===== src/rtl/fifo_pkg.sv =====
// Shared types and helpers for the FIFO pointer/flag controller.
package fifo_pkg;

    typedef struct packed {
        logic empty;
        logic full;
        logic almost_empty;
        logic almost_full;
        logic overflow;
        logic underflow;
    } fifo_status_t;

    function automatic int fifo_depth(input int addr_width);
        return 1 << addr_width;
    endfunction

endpackage


===== src/rtl/fifo_ctrl_ext_if.sv =====
// Handshake and status bundle between a FIFO user (master) and the controller (slave).
interface fifo_ctrl_ext_if #(
    parameter int ADDR_WIDTH = 4
);
    logic                  i_rd;
    logic                  i_wr;
    logic                  i_flush;
    logic                  i_err_clr;
    logic [ADDR_WIDTH-1:0] o_w_addr;
    logic [ADDR_WIDTH-1:0] o_r_addr;
    logic                  o_wr_ok;
    logic                  o_rd_ok;
    logic [ADDR_WIDTH:0]   o_count;
    logic                  o_empty;
    logic                  o_full;
    logic                  o_almost_empty;
    logic                  o_almost_full;
    logic                  o_overflow;
    logic                  o_underflow;

    modport master (
        output i_rd, i_wr, i_flush, i_err_clr,
        input  o_w_addr, o_r_addr, o_wr_ok, o_rd_ok, o_count,
        input  o_empty, o_full, o_almost_empty, o_almost_full,
        input  o_overflow, o_underflow
    );

    modport slave (
        input  i_rd, i_wr, i_flush, i_err_clr,
        output o_w_addr, o_r_addr, o_wr_ok, o_rd_ok, o_count,
        output o_empty, o_full, o_almost_empty, o_almost_full,
        output o_overflow, o_underflow
    );

endinterface


===== src/rtl/fifo_ptr.sv =====
// Wrapping FIFO address pointer: advances on i_inc, returns to 0 on i_clr or reset.
module fifo_ptr #(
    parameter int ADDR_WIDTH = 4
) (
    input  logic                  clk,
    input  logic                  reset,
    input  logic                  i_inc,
    input  logic                  i_clr,
    output logic [ADDR_WIDTH-1:0] o_ptr
);

    localparam logic [ADDR_WIDTH-1:0] PTR_ONE = ADDR_WIDTH'(1);

    logic [ADDR_WIDTH-1:0] r_ptr;

    // Wrap DEPTH-1 -> 0 falls out of the power-of-two width.
    always_ff @(posedge clk or posedge reset) begin
        if (reset) begin
            r_ptr <= '0;
        end else if (i_clr) begin
            r_ptr <= '0;
        end else if (i_inc) begin
            r_ptr <= r_ptr + PTR_ONE;
        end
    end

    assign o_ptr = r_ptr;

endmodule


===== src/rtl/fifo_ctrl_ext.sv =====
// FIFO pointer/flag controller: occupancy count, threshold flags, accept strobes,
// sticky overflow/underflow and synchronous flush for a 2**ADDR_WIDTH register file.
module fifo_ctrl_ext
    import fifo_pkg::*;
#(
    parameter int ADDR_WIDTH = 4,
    parameter int AF_THRESH  = 12,
    parameter int AE_THRESH  = 2
) (
    input  logic         clk,
    input  logic         reset,
    fifo_ctrl_ext_if.slave bus
);

    localparam int              DEPTH   = fifo_depth(ADDR_WIDTH);
    localparam int              CW      = ADDR_WIDTH + 1;
    localparam logic [CW-1:0]   DEPTH_C = CW'(DEPTH);
    localparam logic [CW-1:0]   AF_C    = CW'(AF_THRESH);
    localparam logic [CW-1:0]   AE_C    = CW'(AE_THRESH);
    localparam logic [CW-1:0]   ONE_C   = CW'(1);

    localparam fifo_status_t ST_RESET = '{
        empty:        1'b1,
        full:         1'b0,
        almost_empty: 1'b1,
        almost_full:  1'b0,
        overflow:     1'b0,
        underflow:    1'b0
    };

    logic                  w_rd_ok;
    logic                  w_wr_ok;
    logic                  w_ovf_evt;
    logic                  w_unf_evt;
    logic [CW-1:0]         r_count;
    logic [CW-1:0]         w_count_next;
    fifo_status_t          r_status;
    fifo_status_t          w_status_next;
    logic [ADDR_WIDTH-1:0] w_w_addr;
    logic [ADDR_WIDTH-1:0] w_r_addr;

    // A read frees a slot in the same cycle, so a full FIFO still takes rd+wr together.
    assign w_rd_ok   = bus.i_rd & ~r_status.empty & ~bus.i_flush;
    assign w_wr_ok   = bus.i_wr & ~bus.i_flush & (~r_status.full | w_rd_ok);
    assign w_ovf_evt = bus.i_wr & r_status.full & ~w_rd_ok & ~bus.i_flush;
    assign w_unf_evt = bus.i_rd & r_status.empty & ~bus.i_flush;

    always_comb begin
        w_count_next = r_count;
        if (bus.i_flush) begin
            w_count_next = '0;
        end else if (w_wr_ok && !w_rd_ok) begin
            w_count_next = r_count + ONE_C;
        end else if (w_rd_ok && !w_wr_ok) begin
            w_count_next = r_count - ONE_C;
        end
    end

    // A fresh error outranks err_clr in the same cycle; flush leaves errors alone.
    always_comb begin
        w_status_next              = r_status;
        w_status_next.empty        = (w_count_next == '0);
        w_status_next.full         = (w_count_next == DEPTH_C);
        w_status_next.almost_empty = (w_count_next <= AE_C);
        w_status_next.almost_full  = (w_count_next >= AF_C);
        w_status_next.overflow     = w_ovf_evt | (r_status.overflow & ~bus.i_err_clr);
        w_status_next.underflow    = w_unf_evt | (r_status.underflow & ~bus.i_err_clr);
    end

    always_ff @(posedge clk or posedge reset) begin
        if (reset) begin
            r_count  <= '0;
            r_status <= ST_RESET;
        end else begin
            r_count  <= w_count_next;
            r_status <= w_status_next;
        end
    end

    fifo_ptr #(.ADDR_WIDTH(ADDR_WIDTH)) u_wptr (
        .clk   (clk),
        .reset (reset),
        .i_inc (w_wr_ok),
        .i_clr (bus.i_flush),
        .o_ptr (w_w_addr)
    );

    fifo_ptr #(.ADDR_WIDTH(ADDR_WIDTH)) u_rptr (
        .clk   (clk),
        .reset (reset),
        .i_inc (w_rd_ok),
        .i_clr (bus.i_flush),
        .o_ptr (w_r_addr)
    );

    assign bus.o_w_addr       = w_w_addr;
    assign bus.o_r_addr       = w_r_addr;
    assign bus.o_wr_ok        = w_wr_ok;
    assign bus.o_rd_ok        = w_rd_ok;
    assign bus.o_count        = r_count;
    assign bus.o_empty        = r_status.empty;
    assign bus.o_full         = r_status.full;
    assign bus.o_almost_empty = r_status.almost_empty;
    assign bus.o_almost_full  = r_status.almost_full;
    assign bus.o_overflow     = r_status.overflow;
    assign bus.o_underflow    = r_status.underflow;

endmodule


===== src/flat_wrapper.sv =====
// flat-port wrapper written by rule: the top's interface ports become plain ports
module fifo_ctrl_ext_flat import fifo_pkg::*;
#(
    parameter int ADDR_WIDTH = 4,
    parameter int AF_THRESH  = 12,
    parameter int AE_THRESH  = 2
)
  (clk, reset, bus_i_rd, bus_i_wr, bus_i_flush, bus_i_err_clr, bus_o_w_addr, bus_o_r_addr, bus_o_wr_ok, bus_o_rd_ok, bus_o_count, bus_o_empty, bus_o_full, bus_o_almost_empty, bus_o_almost_full, bus_o_overflow, bus_o_underflow);
  fifo_ctrl_ext_if #(.ADDR_WIDTH(ADDR_WIDTH)) bus_i ();
  input  logic clk;
  input  logic reset;
  input wire logic [$bits(bus_i.i_rd)-1:0] bus_i_rd;
  input wire logic [$bits(bus_i.i_wr)-1:0] bus_i_wr;
  input wire logic [$bits(bus_i.i_flush)-1:0] bus_i_flush;
  input wire logic [$bits(bus_i.i_err_clr)-1:0] bus_i_err_clr;
  output wire logic [$bits(bus_i.o_w_addr)-1:0] bus_o_w_addr;
  output wire logic [$bits(bus_i.o_r_addr)-1:0] bus_o_r_addr;
  output wire logic [$bits(bus_i.o_wr_ok)-1:0] bus_o_wr_ok;
  output wire logic [$bits(bus_i.o_rd_ok)-1:0] bus_o_rd_ok;
  output wire logic [$bits(bus_i.o_count)-1:0] bus_o_count;
  output wire logic [$bits(bus_i.o_empty)-1:0] bus_o_empty;
  output wire logic [$bits(bus_i.o_full)-1:0] bus_o_full;
  output wire logic [$bits(bus_i.o_almost_empty)-1:0] bus_o_almost_empty;
  output wire logic [$bits(bus_i.o_almost_full)-1:0] bus_o_almost_full;
  output wire logic [$bits(bus_i.o_overflow)-1:0] bus_o_overflow;
  output wire logic [$bits(bus_i.o_underflow)-1:0] bus_o_underflow;
  assign bus_i.i_rd = bus_i_rd;
  assign bus_i.i_wr = bus_i_wr;
  assign bus_i.i_flush = bus_i_flush;
  assign bus_i.i_err_clr = bus_i_err_clr;
  assign bus_o_w_addr = bus_i.o_w_addr;
  assign bus_o_r_addr = bus_i.o_r_addr;
  assign bus_o_wr_ok = bus_i.o_wr_ok;
  assign bus_o_rd_ok = bus_i.o_rd_ok;
  assign bus_o_count = bus_i.o_count;
  assign bus_o_empty = bus_i.o_empty;
  assign bus_o_full = bus_i.o_full;
  assign bus_o_almost_empty = bus_i.o_almost_empty;
  assign bus_o_almost_full = bus_i.o_almost_full;
  assign bus_o_overflow = bus_i.o_overflow;
  assign bus_o_underflow = bus_i.o_underflow;
  fifo_ctrl_ext #(.ADDR_WIDTH(ADDR_WIDTH), .AF_THRESH(AF_THRESH), .AE_THRESH(AE_THRESH)) u_core (.clk(clk), .reset(reset), .bus(bus_i));
endmodule

===== config.mk =====
export PLATFORM = sky130hd
export DESIGN_NAME = fifo_ctrl_ext_flat
export DESIGN_NICKNAME = d
export VERILOG_FILES = /design/src/rtl/fifo_pkg.sv /design/src/rtl/fifo_ctrl_ext_if.sv /design/src/rtl/fifo_ptr.sv /design/src/rtl/fifo_ctrl_ext.sv /design/src/flat_wrapper.sv
export SDC_FILE = /design/constraint.sdc
export NUM_CORES = 1
export LEC_CHECK = 0
export BUFFER_PORTS_ARGS = -buffer_cell sky130_fd_sc_hd__buf_2
export CORE_MARGIN = 4
export CORE_UTILIZATION = 45
export CTS_CLUSTER_DIAMETER = 100
export DETAILED_ROUTE_END_ITERATION = 12
export PLACE_DENSITY_LB_ADDON = 0.1
export RECOVER_POWER = 25
export SLEW_MARGIN = 10
export SYNTH_ARGS = -nofsm -noshare
export SYNTH_HDL_FRONTEND = slang
export SYNTH_HIERARCHICAL = 1
export SYNTH_SLANG_ARGS = --single-unit

===== constraint.sdc =====
create_clock -name clk -period 3.11 [get_ports clk]
set_input_delay 0.1555 -clock clk [delete_from_list [all_inputs] [get_ports clk]]
set_output_delay 0.1555 -clock clk [all_outputs]
set_load 0.01 [all_outputs]

==> results.toml, run 1 <==
[yosys]
synth_seq_area_share_pct = 43.5
synth_nets = 118
synthSimpleGateAreaFrac_pct = 24.0
postSynthRegisterBits = 19
synth-adder-area-share_pct = 4.56
synthMuxAreaShare_pct = 6.72
syn_inst = 108
synth_area_leaders = "dfrtp_1 39%, dfstp_2 4.8%, ha_1 4.6%"
synth_top_area_share_pct = 38.7
netlist_area_sq_mm = 0.00110
synth_top_family_by_area = "simple AND/OR/NAND/NOR gates"
synth-xor-area-share_pct = 3.19
synth_top_area_cell = "dfrtp_1"
synth_compound_area_share_pct = 14.2
ys_types = 41
synth_warnings = 6
syn_avg_cell_area_sq_um = 10.2

[global_routing]
grtUsageTotal_pct = 14.6
grt_max_degree = 27
overflow = 0
grt_pass1_vias = 805
grt_pass1_wl_mm = 3.79
antenna_found_initial = 0

[worst_setup_path]
cp-start-kind = "flop"
cp_data_arrival_time_ns = 2.20
critPathKind = "flop to flop"
cp_max_fo = 6
required_ns = 3.32
endpoint_kind = "flop"

[layout]
finalNetCount = 149
fillers = 211
areaGrowthSynthToFinish_pct = 17.9
diodes = 0
multiInputGateArea_sq_um = 579
ff_latch_area_sq_um = 478
postLayoutCoreUtil_pct = 56.9
drive_above_1_share_pct = 31.2

[clock_network]
cts_root_buffer = "clkbuf_4"
cts.sink_count = 19
cts_buffers = 3
post_cts_buffers = 0
cts_resized = 0
cts_tree = "built"
htreeDepth = 1
cts_max_path_buffers = 2
clk_pin_slew_ns = 0.10
hold_buffers = 1
insertion_delay_ns = 0.29

[floorplanning]
core_area_sq_mm = 0.00228
rows = 17
io_pins = 27
dieHeight_um = 57.4
initial_core_util_pct = 48.3
fp.dieW_um = 57.4
die_area_sq_mm = 0.00330

[power_and_ir_drop]
p_leak_nw = 0.650
vdd_ir_drop_max_mv = 0.352
power_per_cell_area_mw_per_mm2 = 541

[place]
port_buffers = 26
dpl.hpwl_mm = 1.77
gp_congestion = 0.788

[sta]
setup-tns-final_ns = 0
rsz0062_at_grt = "no"
finalSetupViolCount = 0
slew_viol_final = 0
period_minus_slack_ns = 1.99
slew_headroom_pct = 66.2
fmax_ghz = 0.503
skew_ns = 0.00182
whs_ns = 0.0525
finalHoldViolCount = 0
fin_crit_sh_pct = 63.9
max_slew.worst_pin.slew_ns = 0.507

[routing]
drcViolationCount = 0
drt-total-wl_mm = 2.38
drt-wirelength-per-cell_um = 14.3
first_pass_iters = 4
drt_iter0_drc = 39
viasPerCell = 5.39
drtAntennaViolNets = 0
num_vias = 895

[hold_path]
hp-class = "primary input to flop"

[job]
maxCapViolations = 0

[run_status]
status = "complete, no violations"
==> final timing paths <==
| kind | cells after the start | to | slack, ns | startpoint |
|---|---|---|---|---|
| max in group asynchronous | 3 | u_core/bus.o_empty$_DFF_PP1_ | 2.38 | reset |
| min in group asynchronous | 3 | u_core/u_wptr/o_ptr[2]$_DFFE_PP0P_ | 0.29 | reset |
| hold / removal | 2 | u_core/bus.o_overflow$_DFF_PP0_ | 0.05 | bus_i_err_clr |
| setup reg to reg | 7 | u_core/bus.o_almost_empty$_DFF_PP1_ | 1.12 | u_core/bus.o_count[0]$_DFF_PP0_ |
| hold reg to reg | 2 | u_core/bus.o_underflow$_DFF_PP0_ | 0.53 | u_core/bus.o_underflow$_DFF_PP0_ |
| setup / recovery | 7 | u_core/bus.o_almost_empty$_DFF_PP1_ | 1.12 | u_core/bus.o_count[0]$_DFF_PP0_ |
==> cell usage after synthesis <==
cell / count
dfrtp_1: 17
nor2_1: 12
inv_1: 9
a21oi_1: 5
nor2b_1: 5
nor3_1: 5
ha_1: 4
mux2i_1: 3
nand2_1: 3
nand4_1: 3
xnor2_1: 3
a21bo_2: 2
a31oi_1: 2
and3b_1: 2
dfstp_2: 2
mux2_4: 2
nand2b_1: 2
nand3b_1: 2
o211ai_1: 2
o21ai_0: 2
a211oi_1: 1
a221oi_1: 1
a311o_1: 1
a311oi_1: 1
a41oi_2: 1
and3_1: 1
and4bb_2: 1
clkbuf_1: 1
inv_2: 1
mux2i_2: 1
nand2b_2: 1
nor2b_2: 1
nor3_4: 1
nor3b_1: 1
nor4b_2: 1
o22ai_1: 1
o31ai_1: 1
o32ai_1: 1
or2_2: 1
or3_1: 1
xor2_1: 1
==> final cells by class <==
| type | count | area share, % |
|---|---|---|
| multi-input combinational | 78 | 44.7 |
| timing repair buffer | 27 | 10.7 |
| inverter | 10 | 2.90 |
| clock buffer | 4 | 2.03 |
| sequential | 19 | 36.9 |
| tap | 28 | 2.71 |
==> placed cells by master (no fill, tap or decap), types with 2 or more instances in the layout <==
| cell type | Yosys | final |
|---|---|---|
| ha_1 | 4 | 4 |
| nand2b_1 | 2 | 2 |
| nor3_1 | 5 | 5 |
| o211ai_1 | 2 | 2 |
| a21bo_2 | 2 | 2 |
| clkbuf_1 | 1 | 2 |
| nand4_1 | 3 | 3 |
| o21ai_0 | 2 | 2 |
| nand2_1 | 3 | 3 |
| inv_1 | 9 | 9 |
| buf_2 | 0 | 25 |
| nand3b_1 | 2 | 2 |
| a21oi_1 | 5 | 5 |
| dfstp_2 | 2 | 2 |
| nor2b_1 | 5 | 5 |
| xnor2_1 | 3 | 3 |
| dfrtp_1 | 17 | 17 |
| a31oi_1 | 2 | 2 |
| mux2_4 | 2 | 2 |
| clkbuf_4 | 0 | 3 |
| and3b_1 | 2 | 2 |
| mux2i_1 | 3 | 3 |
| nor2_1 | 12 | 12 |
==> routing by layer <==
| layer | vias to the layer above | routed length, um | GRT usage (%) | part of all wire (%) |
|---|---|---|---|---|
| met1 | 424 | 1080 | 18.9 | 46 |
| met5 | - | 0 | 0 | 0 |
| met4 | 0 | 10 | 2.98 | 0.42 |
| li1 | 445 | - | - | - |
| met2 | 24 | 1130 | 23.9 | 48 |
| met3 | 2 | 149 | 4.75 | 6.3 |
==> report_power, final <==
| group | total [mW] | internal, mW | switching [mW] |
|---|---|---|---|
| sequential | 0.335 | 0.292 | 0.0428 |
| combinational | 0.246 | 0.104 | 0.143 |
| clock | 0.120 | 0.0499 | 0.0700 |
==> state kept, by name, summed over array words and instances, names as in the netlist <==
register / flops
u_core/bus.o_almost_empty: 1
u_core/bus.o_almost_full: 1
u_core/bus.o_count: 5
u_core/bus.o_empty: 1
u_core/bus.o_full: 1
u_core/bus.o_overflow: 1
u_core/bus.o_underflow: 1
u_core/u_rptr/o_ptr: 4
u_core/u_wptr/o_ptr: 4
==> logic make-up after synthesis <==
family,count (synthesis)
and+or+nand+nor,43
AOI/OAI and AO/OA,21
DFF,19
buffers and inverters,11
muxes,6
xor gates and xnor gates,4
adders and majority gates,4
==> critical path: stages (launching register included) <==
cell      delay (ns)
dfrtp_1         0.43
inv_1           0.12
ha_1            0.23
and4bb_2        0.23
a31oi_1         0.19
mux2i_1         0.31
o211ai_1        0.18
nor3_1          0.21
==> metrics by stage <==
step                power, mW  worst slack [ns]  std cells  instance area (sq um)
finish                  0.701              1.12        166                   1290
global route            0.748             0.905        166                   1290
CTS                     0.708              1.13        166                   1300
detailed placement      0.583              1.17        161                   1260
global placement        0.580              1.26        161                   1260
floorplan               0.500              1.29        108                   1100
No activity file was read; power rests on OpenSTA's default activity.
==> inputs of run 2 (changes only) <==
==> constraint.sdc (replaced) <==
create_clock -name clk -period 1.66 [get_ports clk]
set_input_delay 0.083 -clock clk [delete_from_list [all_inputs] [get_ports clk]]
set_output_delay 0.083 -clock clk [all_outputs]
set_load 0.01 [all_outputs]
==> run 2 against run 1 <==
  * The run now ends with setup timing left
  * Die area did not move
  * Critical path depth fell by 2
  * Global-route usage rose by 4.4 points
  * Flip-flop and latch count did not move
  * Design area rose by 20%
  * Register-to-register slack got worse by 1.3 ns
  * Non-clock buffer count rose by 25
  * Clock-buffer cell count did not move
  * Worst hold slack improved by 0.058 ns
  * First-iteration DRC count fell by 56%
  * Highest routed layer unchanged
==> results.toml, run 2 (synthesis gave the netlist of run 1 again) <==
[worst_setup_path]
endpoint_kind = "flop"
critPathSlowestCell = "dfstp_2"
path_cells = "and4bb_2 -> a31oi_1 -> mux2i_1 -> o211ai_1 -> nor3_1"
cp_max_fo = 6
reg2reg_depth = 5
timing.rr.start = "u_core/bus.o_empty$_DFF_PP1_"
r2r_slack_ns = -0.14
max_stage_delay_ns = 0.60
r2r_end = "u_core/bus.o_almost_empty$_DFF_PP1_"
critPathKind = "flop to flop"
required_ns = 1.88
cp-start-kind = "flop"
cp_data_arrival_time_ns = 2.02

[routing]
num_vias = 1033
drt-total-wl_mm = 2.88
drt-wirelength-per-cell_um = 15.1
first_pass_iters = 4
drt_iter0_drc = 17
viasPerCell = 5.41
drtAntennaViolNets = 0
drcViolationCount = 0

[hold_path]
min_to = "u_core/bus.o_underflow$_DFF_PP0_"
whs_path_depth = 3
hp-start = "bus_i_rd"
hp-class = "primary input to flop"

[place]
dpl-instance-area_sq_mm = 0.00143
gp_congestion = 0.850
port_buffers = 26
dpl.hpwl_mm = 2.20
dpl.cell_count = 181

[sta]
setup_slack_ns = -0.143
skew_ns = 0.00116
finalSetupViolCount = 5
fmax_ghz = 0.555
fin_crit_sh_pct = 109
max_slew.worst_pin.slew_ns = 0.449
slew_headroom_pct = 70.1
finalHoldViolCount = 0
slew_viol_final = 0
period_minus_slack_ns = 1.80
rsz0062_at_grt = "yes"

[job]
maxCapViolations = 0

[layout]
final_cells = 191
finalNetCount = 174
stdcell_area_sq_mm = 0.00156
fillers = 181
areaGrowthSynthToFinish_pct = 41.6
drive_above_1_share_pct = 47.2
final_common_cell = "buf_2"
mostFrequentLayoutCells = "25 x buf_2, 23 x buf_4, 15 x dfrtp_1"
largest_reg_flops = 5
diodes = 0

[power_and_ir_drop]
pwr-share-comb_pct = 46.0
p_leak_nw = 0.775
p_clk_share_pct = 15.1
switchingPower_uw = 574
seqPwrFrac_pct = 38.9
vdd_ir_drop_max_mv = 0.670
internal-power_mw = 1.01
swShare_pct = 36.3
power_per_cell_area_mw_per_mm2 = 1020

[floorplanning]
dieHeight_um = 57.4
die_area_sq_mm = 0.00330
io_pins = 27
core_area_sq_mm = 0.00228
initial_core_util_pct = 48.3
fp.dieW_um = 57.4
rows = 17

[clock_network]
insertion_delay_ns = 0.29
htreeDepth = 1
cts_max_path_buffers = 2
clk_pin_slew_ns = 0.11
cts.sink_count = 19
cts_root_buffer = "clkbuf_4"
cts_buffers = 3
cts_tree = "built"

[global_routing]
overflow = 0
grtUsageTotal_pct = 19.0
antenna_found_initial = 0
grt_max_degree = 14
grt_pass1_wl_mm = 4.89
grt_pass1_vias = 1086

[run_status]
status = "finished, violations left"
violations = "setup timing"
==> run 2: changes by cell type in the layout (fill, tap and decap cells not counted), moves of 2 or more <==
cell | before | now
buf_4 | 0 | 23
dfrtp_1 | 17 | 15
dfrtp_2 | 0 | 2
ha_1 | 4 | 2
inv_1 | 9 | 7
==> run 2: area by class of cell <==
type | count | area, sq um | area share, %
Timing Repair Buffer | 52 | 333 | 21.4
Clock buffer | 4 | 26.3 | 1.69
Tap cell | 28 | 35.0 | 2.25
Sequential cell | 19 | 480 | 30.9
Multi-Input combinational cell | 78 | 641 | 41.2
Inverter | 10 | 40.0 | 2.57
==> run 2: worst max-delay path by stage <==
stage / startpoint / endpoint / slack, ns / depth (start not counted)
floorplan: u_core/bus.o_count[0]$_DFF_PP0_ / u_core/bus.o_almost_empty$_DFF_PP1_ / -0.03 / 7
global placement: u_core/bus.o_empty$_DFF_PP1_ / u_core/bus.o_almost_empty$_DFF_PP1_ / -0.009 / 5
detailed placement: u_core/bus.o_empty$_DFF_PP1_ / u_core/bus.o_almost_empty$_DFF_PP1_ / -0.07 / 5
CTS: u_core/bus.o_empty$_DFF_PP1_ / u_core/bus.o_almost_empty$_DFF_PP1_ / -0.05 / 5
global route: u_core/bus.o_empty$_DFF_PP1_ / u_core/bus.o_almost_empty$_DFF_PP1_ / -0.22 / 5
finish: u_core/bus.o_empty$_DFF_PP1_ / u_core/bus.o_almost_empty$_DFF_PP1_ / -0.14 / 5
==> run 2: routing by layer <==
layer | track usage (%) | part of all wire (%) | routed length, um
met2 | 33.9 | 52 | 1510
met1 | 22.8 | 41 | 1170
met3 | 3.17 | 5.0 | 144
met5 | 0 | 0 | 0
met4 | 6.95 | 1.9 | 56
==> run 2: per-stage QoR <==
step / worst slack (ns) / hold slack (ns) / power, mW / util (%) / setup TNS, ns
after floorplan: -0.0302 / -0.151 / 0.967 / - / -0.0605
after global placement: -0.00881 / -0.0129 / 1.25 / 62.9 / -0.0221
after detailed placement: -0.0701 / -0.00241 / 1.27 / 62.9 / -0.184
after CTS: -0.0451 / 0.101 / 1.55 / 66.2 / -0.0697
after global routing: -0.218 / 0.0903 / 1.69 / 68.3 / -0.955
final: -0.143 / 0.110 / 1.58 / 68.3 / -0.422
==> run 2: what timing repair did <==
item	4_1_cts	5_1_grt
pin swaps	5	2
buffers inserted	3	3
hold buffers	2	0
endpoints found under the setup margin	4	9
gates resized for setup	4	5
endpoints found under the hold margin	19	0
==> run 2: power by group through the flow <==
stage / logic, mW / clock network (mW) / registers, mW
2_1_floorplan: 0.299 / 0 / 0.668
3_3_place_gp: 0.627 / 0 / 0.619
3_5_place_dp: 0.643 / 0 / 0.626
4_1_cts: 0.688 / 0.249 / 0.615
5_1_grt: 0.791 / 0.275 / 0.628
6_report: 0.728 / 0.239 / 0.615
==> run 2: critical path, delay by kind of cell, from the launching register on <==
| family | cells | cell delay (ns) |
|---|---|---|
| flops | 1 | 0.60 |
| mux | 1 | 0.31 |
| simple gates | 2 | 0.45 |
| compound gates | 2 | 0.36 |
